### config.mk
export PLATFORM = sky130hd
export DESIGN_NAME = multicycle_control
export DESIGN_NICKNAME = d
export VERILOG_FILES = /design/src/rtl/multicycle_control.sv
export SDC_FILE = /design/constraint.sdc
export NUM_CORES = 1
export LEC_CHECK = 0
export BUFFER_PORTS_ARGS = -buffer_cell sky130_fd_sc_hd__buf_2
export CAP_MARGIN = 20
export CORE_MARGIN = 1.5
export CORE_UTILIZATION = 37
export DETAILED_ROUTE_END_ITERATION = 10
export PLACE_DENSITY = 0.81
export SLEW_MARGIN = 30
export SYNTH_ARGS = -nofsm -noshare
export SYNTH_HDL_FRONTEND = slang
export SYNTH_SLANG_ARGS = --single-unit
### constraint.sdc
create_clock -name clk -period 1.8 [get_ports clk]
set_clock_uncertainty 0.15 [all_clocks]
set_input_delay 0.27 -clock clk [delete_from_list [all_inputs] [get_ports clk]]
set_output_delay 0.27 -clock clk [all_outputs]
set_load 0.01 [all_outputs]
### src/rtl/multicycle_control.sv
// Main control FSM for the multi-cycle RV32I core: fetch/decode/execute/memory/writeback sequencing.
// Define MULTICYCLE_PERF_COUNTERS_EN to build the cycle and retired-instruction counters.
module multicycle_control #(
    parameter logic [31:0] RESET_PC = 32'h0000_0000
) (
    input  logic        clk,
    input  logic        rst_n,
    input  logic [6:0]  opcode,
    input  logic        branch_taken,
    input  logic        mem_ready,
    output logic        pc_write,
    output logic        pc_src,
    output logic        ir_write,
    output logic        mem_req,
    output logic        mem_we,
    output logic        reg_write,
    output logic [1:0]  wb_sel,
    output logic        alu_a_sel,
    output logic        alu_b_sel,
    output logic        instr_done,
    output logic        illegal_instr,
    output logic [31:0] boot_pc,
    output logic [31:0] cycle_count,
    output logic [31:0] instret_count
);

    typedef enum logic [2:0] {
        START     = 3'd0,
        FETCH     = 3'd1,
        DECODE    = 3'd2,
        EXECUTE   = 3'd3,
        MEMORY    = 3'd4,
        WRITEBACK = 3'd5,
        TRAP      = 3'd6
    } state_t;

    localparam logic [6:0] OP_R      = 7'b0110011;
    localparam logic [6:0] OP_IMM    = 7'b0010011;
    localparam logic [6:0] OP_LOAD   = 7'b0000011;
    localparam logic [6:0] OP_STORE  = 7'b0100011;
    localparam logic [6:0] OP_BRANCH = 7'b1100011;
    localparam logic [6:0] OP_JAL    = 7'b1101111;
    localparam logic [6:0] OP_JALR   = 7'b1100111;
    localparam logic [6:0] OP_LUI    = 7'b0110111;
    localparam logic [6:0] OP_AUIPC  = 7'b0010111;

    state_t      state_q, state_d;
    logic [6:0]  opcode_q, opcode_d;
    logic        illegal_q, illegal_d;

    function automatic logic is_supported(input logic [6:0] op);
        case (op)
            OP_R, OP_IMM, OP_LOAD, OP_STORE, OP_BRANCH,
            OP_JAL, OP_JALR, OP_LUI, OP_AUIPC: is_supported = 1'b1;
            default:                           is_supported = 1'b0;
        endcase
    endfunction

    // Outputs decode from the current state and the latched opcode; only the
    // handshake and branch outcome pass through combinationally.
    always_comb begin
        state_d    = state_q;
        opcode_d   = opcode_q;
        illegal_d  = illegal_q;
        pc_write   = 1'b0;
        pc_src     = 1'b0;
        ir_write   = 1'b0;
        mem_req    = 1'b0;
        mem_we     = 1'b0;
        reg_write  = 1'b0;
        wb_sel     = 2'b00;
        alu_a_sel  = 1'b0;
        alu_b_sel  = 1'b0;
        instr_done = 1'b0;
        case (state_q)
            START: state_d = FETCH;
            FETCH: begin
                mem_req = 1'b1;
                if (mem_ready) begin
                    ir_write = 1'b1;
                    state_d  = DECODE;
                end
            end
            DECODE: begin
                opcode_d = opcode;
                if (is_supported(opcode)) begin
                    state_d = EXECUTE;
                end else begin
                    state_d   = TRAP;
                    illegal_d = 1'b1;
                end
            end
            EXECUTE: begin
                case (opcode_q)
                    OP_R:    state_d = WRITEBACK;
                    OP_IMM, OP_JALR: begin
                        alu_b_sel = 1'b1;
                        state_d   = WRITEBACK;
                    end
                    OP_LOAD, OP_STORE: begin
                        alu_b_sel = 1'b1;
                        state_d   = MEMORY;
                    end
                    OP_BRANCH: begin
                        alu_a_sel  = 1'b1;
                        alu_b_sel  = 1'b1;
                        pc_write   = 1'b1;
                        pc_src     = branch_taken;
                        instr_done = 1'b1;
                        state_d    = FETCH;
                    end
                    OP_JAL, OP_AUIPC: begin
                        alu_a_sel = 1'b1;
                        alu_b_sel = 1'b1;
                        state_d   = WRITEBACK;
                    end
                    OP_LUI:  state_d = WRITEBACK;
                    default: begin
                        state_d   = TRAP;
                        illegal_d = 1'b1;
                    end
                endcase
            end
            MEMORY: begin
                mem_req = 1'b1;
                mem_we  = (opcode_q == OP_STORE);
                if (mem_ready) begin
                    if (opcode_q == OP_STORE) begin
                        pc_write   = 1'b1;
                        instr_done = 1'b1;
                        state_d    = FETCH;
                    end else begin
                        state_d = WRITEBACK;
                    end
                end
            end
            WRITEBACK: begin
                reg_write  = 1'b1;
                pc_write   = 1'b1;
                instr_done = 1'b1;
                state_d    = FETCH;
                case (opcode_q)
                    OP_LOAD:         wb_sel = 2'b01;
                    OP_JAL, OP_JALR: begin
                        wb_sel = 2'b10;
                        pc_src = 1'b1;
                    end
                    OP_LUI:          wb_sel = 2'b11;
                    default:         wb_sel = 2'b00;
                endcase
            end
            TRAP:    state_d = TRAP;
            default: state_d = START;
        endcase
    end

    always_ff @(posedge clk or negedge rst_n) begin
        if (!rst_n) begin
            state_q   <= START;
            opcode_q  <= 7'd0;
            illegal_q <= 1'b0;
        end else begin
            state_q   <= state_d;
            opcode_q  <= opcode_d;
            illegal_q <= illegal_d;
        end
    end

    assign illegal_instr = illegal_q;
    assign boot_pc       = RESET_PC;

`ifdef MULTICYCLE_PERF_COUNTERS_EN
    logic [31:0] cycle_q, cycle_d;
    logic [31:0] instret_q, instret_d;

    always_comb begin
        cycle_d   = cycle_q + 32'd1;
        instret_d = instr_done ? instret_q + 32'd1 : instret_q;
    end

    always_ff @(posedge clk or negedge rst_n) begin
        if (!rst_n) begin
            cycle_q   <= 32'd0;
            instret_q <= 32'd0;
        end else begin
            cycle_q   <= cycle_d;
            instret_q <= instret_d;
        end
    end

    assign cycle_count   = cycle_q;
    assign instret_count = instret_q;
`else
    assign cycle_count   = 32'd0;
    assign instret_count = 32'd0;
`endif

endmodule

; Yosys cells after proc, flatten, opt, wreduce, memory -nomap -nowiden
; Index checks and enable logic that the tools add are counted.
[op_classes]
eq_ne = 28
n_mux = 29
reduce_logical = 13
[op_table]
columns = cell, n
row1 = $eq 7x6->1 const B, 6
row2 = $eq 7x7->1 const B, 6
row3 = $eq 7x5->1 const B, 4
row4 = $mux 1, 18
row5 = $pmux 3 s6, 1
row6 = $reduce_or 9->1, 2
row7 = $eq 7x2->1 const B, 2
row8 = $mux 3, 4
row9 = $eq 3x3->1 const B, 3
row10 = $pmux 3 s3, 1
row11 = $ne 2x2->1 const B, 4
row12 = $reduce_or 2->1, 4
row13 = $reduce_or 7->1, 1
row14 = $eq 3x2->1 const B, 2
row15 = $pmux 2 s3, 1
row16 = $reduce_or 6->1, 1
row17 = $pmux 1 s2, 2
row18 = $eq 3x1->1 const B, 1
row19 = $logic_not 3->1, 1
row20 = $pmux 1 s3, 1
row21 = $reduce_and 3->1, 1
row22 = $reduce_or 3->1, 1
row23 = $mux 2, 1
row24 = $reduce_and 2->1, 1
row25 = $reduce_bool 2->1, 1
[totals]
reg_bits = 11
inputBits = 11
out_inout_bits = 108
wordCells = 73

; Logic depth before layout (Yosys ltp)
; Gate-level depths: netlist of run 1.
[logic_depth]
depth_word = 6
ltp_mapped = 6
depth_no_buf = 4

; Worst setup path before layout of run 1
; OpenSTA, ideal clock, no wires.
[synth_timing]
path_type = register to output
from = reg opcode_q[2]
to = out pc_write
t_arrival_ns = 1.508
t_required_ns = 1.380
setup_slack_ns = -0.128
path_stages_with_launch = 7
path_buffers = 2
cell_sequence = dfrtp_1 -> buf_6 -> nand4bb_1 -> nor4b_2 -> a21oi_1 -> o22ai_1 -> buf_4
[synth_via]
elab_chain_len = 4
word_cells_on_any_way = 6
classes_between = 2 x eq/ne / 4 x mux
[synth_lines]
columns = element, line
row1 = start: declaration, 48  ; logic [6:0] opcode_q, opcode_d;
row2 = start signal: assignment, 164  ; opcode_q <= opcode_d;
row3 = $eq 7x6->1, 128  ; if (opcode_q == OP_STORE) begin
row4 = $mux 1 (2 in series), --
row5 = $pmux 1 s3 *, --
row6 = end: declaration, 11  ; output logic pc_write,
; Mark *: on every way between the ends. The rest lies on a longest branch, timed or not.

; Final worst setup path of run 1
[layout_timing]
from = reg opcode_q[4]
to = out alu_b_sel
[layout_via]
elab_chain_len = 4
word_cells_on_any_way = 10
classes_between = 7 x eq/ne / 2 x mux / 1 x reduce/logical
[layout_lines]
columns = element, line
row1 = $eq 7x6->1 (tied with other cells), 94  ; case (opcode_q)
row2 = $reduce_or 7->1 (no line) *, --
row3 = $mux 1 *, 94
row4 = $mux 1 *, 75  ; case (state_q)
row5 = end: declaration, 19  ; output logic alu_b_sel,
; Marks and branches as above.

==> results of run 1 <==
metal layers:
| metal | track usage | up-vias | routed length [µm] |
|---|---|---|---|
| li1 | - | 556 | - |
| met1 | 0.147 | 589 | 1220 |
| met2 | 0.218 | 75 | 1680 |
| met3 | 0.00436 | 6 | 184 |
| met4 | 0.0392 | 0 | 50 |
| met5 | 0 | - | 0 |
what timing repair did:
action / CTS / global route
endpoints found under the setup margin: 8 / 11
endpoints found under the hold margin: 11 / 0
hold buffers: 1 / 0
buffers inserted: 7 / 3
resized for setup: 15 / 7
pin swaps: 8 / 3
cells in the mapped netlist (3+ instances only):
| cell type | instances | area [µm²] |
|---|---|---|
| mux2_1 | 3 | 33.8 |
| inv_1 | 3 | 11.3 |
| nand3_1 | 3 | 15.0 |
| dfrtp_1 | 11 | 275 |
| nor2_1 | 7 | 26.3 |
| mux2_2 | 4 | 45.0 |
| nand2b_1 | 3 | 18.8 |
| buf_4 | 97 | 728 |
| nand2_1 | 4 | 15.0 |
| a21oi_1 | 4 | 20.0 |
| buf_2 | 5 | 25.0 |
sequential cells by signal, indices dropped and copies added (netlist names):
| name | count |
|---|---|
| state_q | 3 |
| opcode_q | 7 |
| illegal_instr | 1 |
final cells by class:
cell class                      instances  area, µm²  share of cell area
Multi-Input combinational cell        168       1020               0.575
Clock buffer                            4       45.0              0.0255
Tap cell                               50       62.6              0.0354
Sequential cell                        11        279               0.158
Timing Repair Buffer                   51        342               0.193
Inverter                                5       21.3              0.0120
critical path, delay by kind of cell, from the launching register on:
| family | cells | cell delay [ns] |
|---|---|---|
| AO/OA/AOI/OAI | 1 | 0.13 |
| buffers and inverters | 3 | 0.50 |
| flip-flops | 1 | 0.43 |
| AND/OR/NAND/NOR | 1 | 0.28 |
cells by family (layout without fill, tap and decap cells):
logic type,count (synthesis),in the layout,synth area share
simple gates,39,39,0.163
flops,11,11,0.170
other cells,1,96,0.00231
mux,7,7,0.0486
buf+inv,109,60,0.490
compound gates,25,25,0.120
xor+xnor,1,1,0.00541
report_power, final:
part	leakage [nW]	switching [mW]	total, mW	internal, mW
Combinational	0.753	0.912	1.77	0.856
Sequential	0.124	0.137	0.510	0.373
Clock	0.0228	0.0936	0.249	0.156
path summary, 6_finish.rpt:
kind	endpoint	cells after the start
worst max-delay path	alu_b_sel	5
worst min register to register	illegal_instr	1
max in group asynchronous	opcode_q[4]	2
worst max register to register	state_q[1]	6
min in group asynchronous	state_q[0]	2
worst min-delay path	opcode_q[3]	2
through the flow:
stage	setup TNS [ns]	std cells
final	-1.27	289
after global routing	-1.89	289
after CTS	-1.16	286
after detailed placement	0	274
after global placement	0	274
after floorplan	-0.0231	288
==> results.tsv, run 1 <==
metric	value	unit
num_antenna_cells	0	
wl_per_cell	10.8	µm
synth_warnings	0	
hold_path.class	input pin to flip-flop	
hp-start	opcode[3]	
grt_pass1_vias	1016	
setup_viol	8	
rsz0062_at_grt	true	
synth_flop_cell	dfrtp_1	
slowest_stage	dfrtp_2	
design_area	1770	µm²
synth_cells	193	
drive_gt1_frac	0.339	
async_reset_ff_frac	1.00	
area_growth	8.96	%
grt_overflow	0	
dp_hpwl	2310	µm
cts_tree	yes	
die_height	69.2	µm
setup_slack	-0.202	ns
port_buffers	22	
drtIter0Drc	46	
viasPerCell	4.24	
grt_start_max_net_pins	15	
synth-seq-area-share	0.170	
die_x	69.2	µm
max_stage_delay	0.43	ns
drc	0	
synth_area	1620	µm²
critPathRequiredTime	1.38	ns
place_area	1530	µm²
p_total	2.53	mW
timing.critical_path.cells	buf_6 -> nand4b_1 -> buf_4 -> a21oi_2 -> buf_2	
drt-total-wl	3130	µm
fin_crit	2.00	ns
clock-sinks	11	
whs	0.114	ns
synth_edf_count	0	
p_leak	0.900	nW
r2r_start	opcode_q[6]	
dr.pass1.iters	4	
synth_cell_types	49	
outcome	complete, but fails checks	
root_buffer	clkbuf_8	
report.final.hold_viol_count	0	
finalCritPeriodShare	1.11	
fillCellCount	405	
ys_ff_latch	11	
dp_slack	0.00968	ns
final_cell_mix	conb_1, buf_4, buf_2	
core	4120	µm²
fmax	499	MHz
r2r_slack	0.03	ns
cap_violations	0	
num_io_pins	119	
crit_fanout	6	
antenna_found_initial	0	
final_common_cell	conb_1	
die_area	4790	µm²
critPathCaptureType	output pin	
final_util	0.429	
initial_core_util	0.394	
via_count	1226	
syn_avg_cell_area	8.40	µm²
final_nets	251	
vdd_ir_drop_max	0.655	mV
critPathArrivalTime	1.58	ns
gp_congestion	0.856	
clk_pin_slew	0.05	ns
track_usage	0.118	
cts_inserted_buffers	3	
power_density	1430	nW/µm²
report.final.slew_viol_count	0	
crit_start	opcode_q[4]	
cp-start-kind	flip-flop	
clkLatencyLatePin	0.24	ns
h-tree-depth	1	
clockBufferDepth	2	
violations	negative setup slack	
critPathKind	flip-flop to output pin	
postRouteAntennaNets	0	
num_rows	23	
grt_pass1_wl	4740	µm
(Power assumes the default switching activity.)
==> run 2: changes to the inputs <==
- BUFFER_PORTS_ARGS: -buffer_cell sky130_fd_sc_hd__buf_2 -> unset
- CORE_UTILIZATION: 37 -> 45
- DONT_BUFFER_PORTS: unset -> 1
- PLACE_DENSITY: 0.81 -> 0.66
==> run 2 against run 1 <==
The run still ends with negative setup slack left. Die area decreased by 17%. Clock-buffer cell count is 1 lower. Clock power decreased by 34%. Sequential share of layout area increased by 0.48 points. Worst setup slack improved by 0.0083 ns. Via count decreased by 6.0%. Power is 6.7% lower. Final area is 2.1% lower. Critical path type unchanged. Highest routed layer unchanged.
==> results.tsv, run 2 (synthesis results as in run 1) <==
metric	value	unit	change
track_usage	0.136		+0.0181
drtIter0Drc	20		-57%
num_rows	21		-8.7%
wl_met1	1140	µm	-7.0%
cp-start-kind	flip-flop		
critPathArrivalTime	1.57	ns	about the same
dp_hpwl	2080	µm	-9.9%
wl_per_cell	10.8	µm	-0.39%
fillCellCount	328		-19%
die_area	3970	µm²	-17%
postRouteAntennaNets	0		unchanged
drt-total-wl	2950	µm	-5.9%
violations	negative setup slack		
largest_register_ffs	7		unchanged
critPathRequiredTime	1.38	ns	about the same
dr.pass1.iters	4		unchanged
final_nets	239		-4.8%
area_growth	6.72	%	
clock-sinks	11		unchanged
dp_slack	-0.0105	ns	-0.0202 ns
cts_inserted_buffers	3		unchanged
fmax	502	MHz	+0.42%
h-tree-depth	1		unchanged
setup_viol	8		unchanged
p_leak	0.836	nW	-7.1%
vdd_ir_drop_max	0.789	mV	+20%
power_density	1360	nW/µm²	-4.8%
viasPerCell	4.22		-0.53%
num_io_pins	119		unchanged
grt_pass1_wl	4440	µm	-6.4%
critPathKind	flip-flop to output pin		
setup_slack	-0.194	ns	+0.00834 ns
critPathCaptureType	output pin		
grt_start_max_net_pins	15		unchanged
highest_layer	met4		
crit_fanout	4		-2
clkLatencyLatePin	0.27	ns	+0.03 ns
num_antenna_cells	0		unchanged
clockBufferDepth	2		unchanged
rsz0062_at_grt	true		
route.met2.wl	1550	µm	-7.5%
root_buffer	clkbuf_4		
hold_path.class	input pin to flip-flop		
outcome	complete, but fails checks		
clk_pin_slew	0.07	ns	+0.02 ns
die_x	63.0	µm	-8.9%
finalCritPeriodShare	1.11		-0.00463
report.final.slew_viol_count	0		unchanged
report.final.hold_viol_count	0		unchanged
die_height	63.0	µm	-8.9%
grt_pass1_vias	971		-4.4%
cts_tree	yes		
antenna_found_initial	0		unchanged
final_common_cell	conb_1		
initial_core_util	0.478		+0.0843
whs	0.0324	ns	-0.0817 ns
setup_tns	-1.27	ns	-0.00268 ns
fin_crit	1.99	ns	-0.00834 ns
largest_register	opcode_q		
drc	0		unchanged
dr_wl_met3	227	µm	+23%
gp_congestion	0.799		-6.6%
final_cell_mix	conb_1, buf_4, dlygate4sd3_1		
drive_gt1_frac	0.291		-0.0482
via_count	1152		-6.0%
core	3390	µm²	-18%
port_buffers	0		-100%
final_util	0.510		+0.0811
cap_violations	0		unchanged
grt_overflow	0		unchanged
==> run 2: what timing repair did <==
item,CTS,global route
setup buffers,11,1
gates resized for setup,19,5
endpoints found under the hold margin,18,0
cloned,0,0
hold buffers,8,0
setup endpoints to repair,8,10
pin swaps,15,7
==> run 2: area by class of cell <==
| cell class | count | area, µm² | area share |
|---|---|---|---|
| multi-input combinational | 168 | 1020 | 0.590 |
| timing repair buffer | 39 | 324 | 0.187 |
| sequential | 11 | 282 | 0.163 |
| tap | 46 | 57.6 | 0.0333 |
| clock buffer | 3 | 22.5 | 0.0130 |
| inverter | 5 | 18.8 | 0.0109 |
| clock inverter | 1 | 5.00 | 0.00289 |
==> run 2: path summary, 6_finish.rpt <==
path                                    start            end  slack, ns  depth (start not counted)
worst max-delay path              opcode_q[2]      wb_sel[0]      -0.19                          3
max in group asynchronous               rst_n    opcode_q[6]       0.90                          1
worst max register to register    opcode_q[4]     state_q[1]       0.04                          7
min in group asynchronous               rst_n     state_q[0]       0.25                          1
worst min-delay path                opcode[0]     state_q[2]       0.03                          2
worst min register to register  illegal_instr  illegal_instr       0.40                          1
==> run 2: through the flow <==
stage	area, µm²	instances	power [mW]
after floorplan	2000	288	1.59
after global placement	1420	249	1.73
after detailed placement	1420	249	1.75
after CTS	1700	272	2.26
after global routing	1730	273	2.52
final	1730	273	2.36
==> run 2: report_power, final <==
| group | internal [mW] | total (mW) | switching [mW] |
|---|---|---|---|
| logic | 0.814 | 1.65 | 0.835 |
| clock network | 0.0822 | 0.165 | 0.0828 |
| registers | 0.376 | 0.543 | 0.167 |
==> run 2: metal layers <==
metal / up-vias / track usage
li1: 534 / -
met4: 0 / 0.0583
met2: 76 / 0.241
met5: - / 0
met3: 4 / 0.0126
met1: 538 / 0.168
==> run 2: critical path, cell delays in order, from the launching register on <==
cell       delay (ns)
dfrtp_1          0.42
or3_4            0.41
a2111oi_4        0.30
buf_4            0.17
==> run 3: changes to the inputs <==
- MAX_ROUTING_LAYER: unset -> met4
==> run 3 against run 2 <==
The flow still finishes with violations (negative setup slack). Maximum frequency about the same. Clock-buffer cell count unchanged. Register-to-register slack barely moved. Critical path type unchanged.
==> results.tsv, run 3 (synthesis results as in run 1) <==
metric	value	unit	change
outcome	complete, but fails checks		
violations	negative setup slack		
fillCellCount	328		unchanged
final_nets	239		unchanged
rsz0062_at_grt	true		
fmax	501	MHz	about the same
fin_crit	1.99	ns	+0.000441 ns
final_cell_mix	conb_1, buf_4, dlygate4sd3_1		
p_int	1.27	mW	about the same
crit_fanout	7		+3
p_leak	0.836	nW	unchanged
cts_inserted_buffers	3		unchanged
drc	0		unchanged
power_switching_share	0.460		about the same
max_stage_delay	0.46	ns	+0.04 ns
antenna_found_initial	0		unchanged
worst-r2r-cell-count	7		unchanged
p_seq_frac	0.231		about the same
area_growth	6.72	%	unchanged
grt_pass1_vias	969		-0.21%
gp_congestion	0.811		+1.4%
vdd_ir_drop_max	0.783	mV	-0.78%
whs	0.0347	ns	+0.00227 ns
final_util	0.510		unchanged
root_buffer	clkbuf_4		
setup_viol	8		unchanged
hold_path.class	input pin to flip-flop		
clock-sinks	11		unchanged
viasPerCell	4.24		+0.43%
dp_hpwl	2080	µm	unchanged
dr.pass1.iters	4		unchanged
num_antenna_cells	0		unchanged
cts_tree	yes		
p_comb_frac	0.700		about the same
largest_register_ffs	7		unchanged
core	3390	µm²	unchanged
report.final.slew_viol_count	0		unchanged
largest_register	opcode_q		
grt_pass1_wl	4420	µm	-0.45%
clockBufferDepth	2		unchanged
finalCritPeriodShare	1.11		about the same
cp-start-kind	flip-flop		
holdPathStages	2		unchanged
port_buffers	0		unchanged
drtIter0Drc	12		-40%
drt-total-wl	2950	µm	about the same
power_density	1360	nW/µm²	about the same
clkLatencyLatePin	0.27	ns	about the same
die_height	63.0	µm	unchanged
critPathRequiredTime	1.38	ns	about the same
num_rows	21		unchanged
die_area	3970	µm²	unchanged
num_io_pins	119		unchanged
postRouteAntennaNets	0		unchanged
slowest_stage	dfrtp_2		
switching_power	1.08	mW	-0.11%
clk_pin_slew	0.07	ns	about the same
critPathKind	flip-flop to output pin		
report.final.hold_viol_count	0		unchanged
critPathCaptureType	output pin		
p_total	2.36	mW	about the same
track_usage	0.139		+0.00304
final_common_cell	conb_1		
crit_path_frequent_cell	buf_4		
power_frac_clock	0.070		about the same
critPathArrivalTime	1.57	ns	about the same
place_area	1420	µm²	unchanged
initial_core_util	0.478		unchanged
setup_slack	-0.194	ns	-0.000441 ns
die_x	63.0	µm	unchanged
wl_per_cell	10.8	µm	about the same
grt_overflow	0		unchanged
design_area	1730	µm²	unchanged
h-tree-depth	1		unchanged
cap_violations	0		unchanged
via_count	1157		+0.43%
drive_gt1_frac	0.291		unchanged
timing.critical_path.cells	buf_4 -> nor2b_1 -> o32ai_2 -> nand2b_1 -> a21oi_2 -> buf_4		
grt_start_max_net_pins	15		unchanged
[run 3: cell counts in the layout (fill, tap and decap cells not counted)]
Identical to the previous run, type by type.
[run 3: per-stage QoR]
stage	TNS, ns	std cells	setup WS, ns
3_3_place_gp	-0.0148	249	-0.0148
6_report	-1.27	273	-0.194
4_1_cts	-1.42	272	-0.208
2_1_floorplan	-0.0231	288	-0.0231
3_5_place_dp	-0.0105	249	-0.0105
5_1_grt	-1.80	273	-0.267
[run 3: timing repair]
item | CTS | global route
resized for setup | 19 | 5
setup endpoints to repair | 8 | 10
buffers inserted | 11 | 1
pin swaps | 15 | 7
hold endpoints to repair | 18 | 0
hold buffers | 8 | 0
gates cloned | 0 | 0
[run 3: area by class of cell]
| type | count | area [µm²] | area share |
|---|---|---|---|
| clock buffers | 3 | 22.5 | 0.0130 |
| clock inverters | 1 | 5.00 | 0.00289 |
| inverters | 5 | 18.8 | 0.0109 |
| multi-input cells | 168 | 1020 | 0.590 |
| flip-flops and latches | 11 | 282 | 0.163 |
| well taps | 46 | 57.6 | 0.0333 |
| repair buffers | 39 | 324 | 0.187 |
[run 3: metal layers]
metal  track usage  part of all wire  vias up  wire [µm]
li1              -                 -      534          -
met2         0.239              0.52       73       1550
met4        0.0583             0.014        0         40
met1         0.166              0.39      544       1140
met5             -                 0        -          0
met3        0.0126             0.074        6        218
[run 3: critical path, delay by kind of cell, from the launching register on]
kind / cells / cell delay (ns)
buf+inv: 2 / 0.28
simple gates: 2 / 0.23
compound gates: 2 / 0.33
flops: 1 / 0.46
[run 3: path summary, 6_finish.rpt]
check,endpoint,slack [ns],from
hold / removal,state_q[2],0.03,opcode[0]
setup reg to reg,state_q[1],0.04,opcode_q[4]
max in group asynchronous,state_q[2],0.90,rst_n
min in group asynchronous,opcode_q[3],0.25,rst_n
hold reg to reg,illegal_instr,0.40,illegal_instr
setup / recovery,alu_b_sel,-0.19,opcode_q[6]
[run 3: power by group through the flow]
stage	Sequential [mW]	Clock, mW	Combinational (mW)
finish	0.543	0.164	1.65
floorplan	0.473	0	1.12
CTS	0.525	0.174	1.56
detailed placement	0.535	0	1.21
global route	0.553	0.185	1.78
global placement	0.532	0	1.20
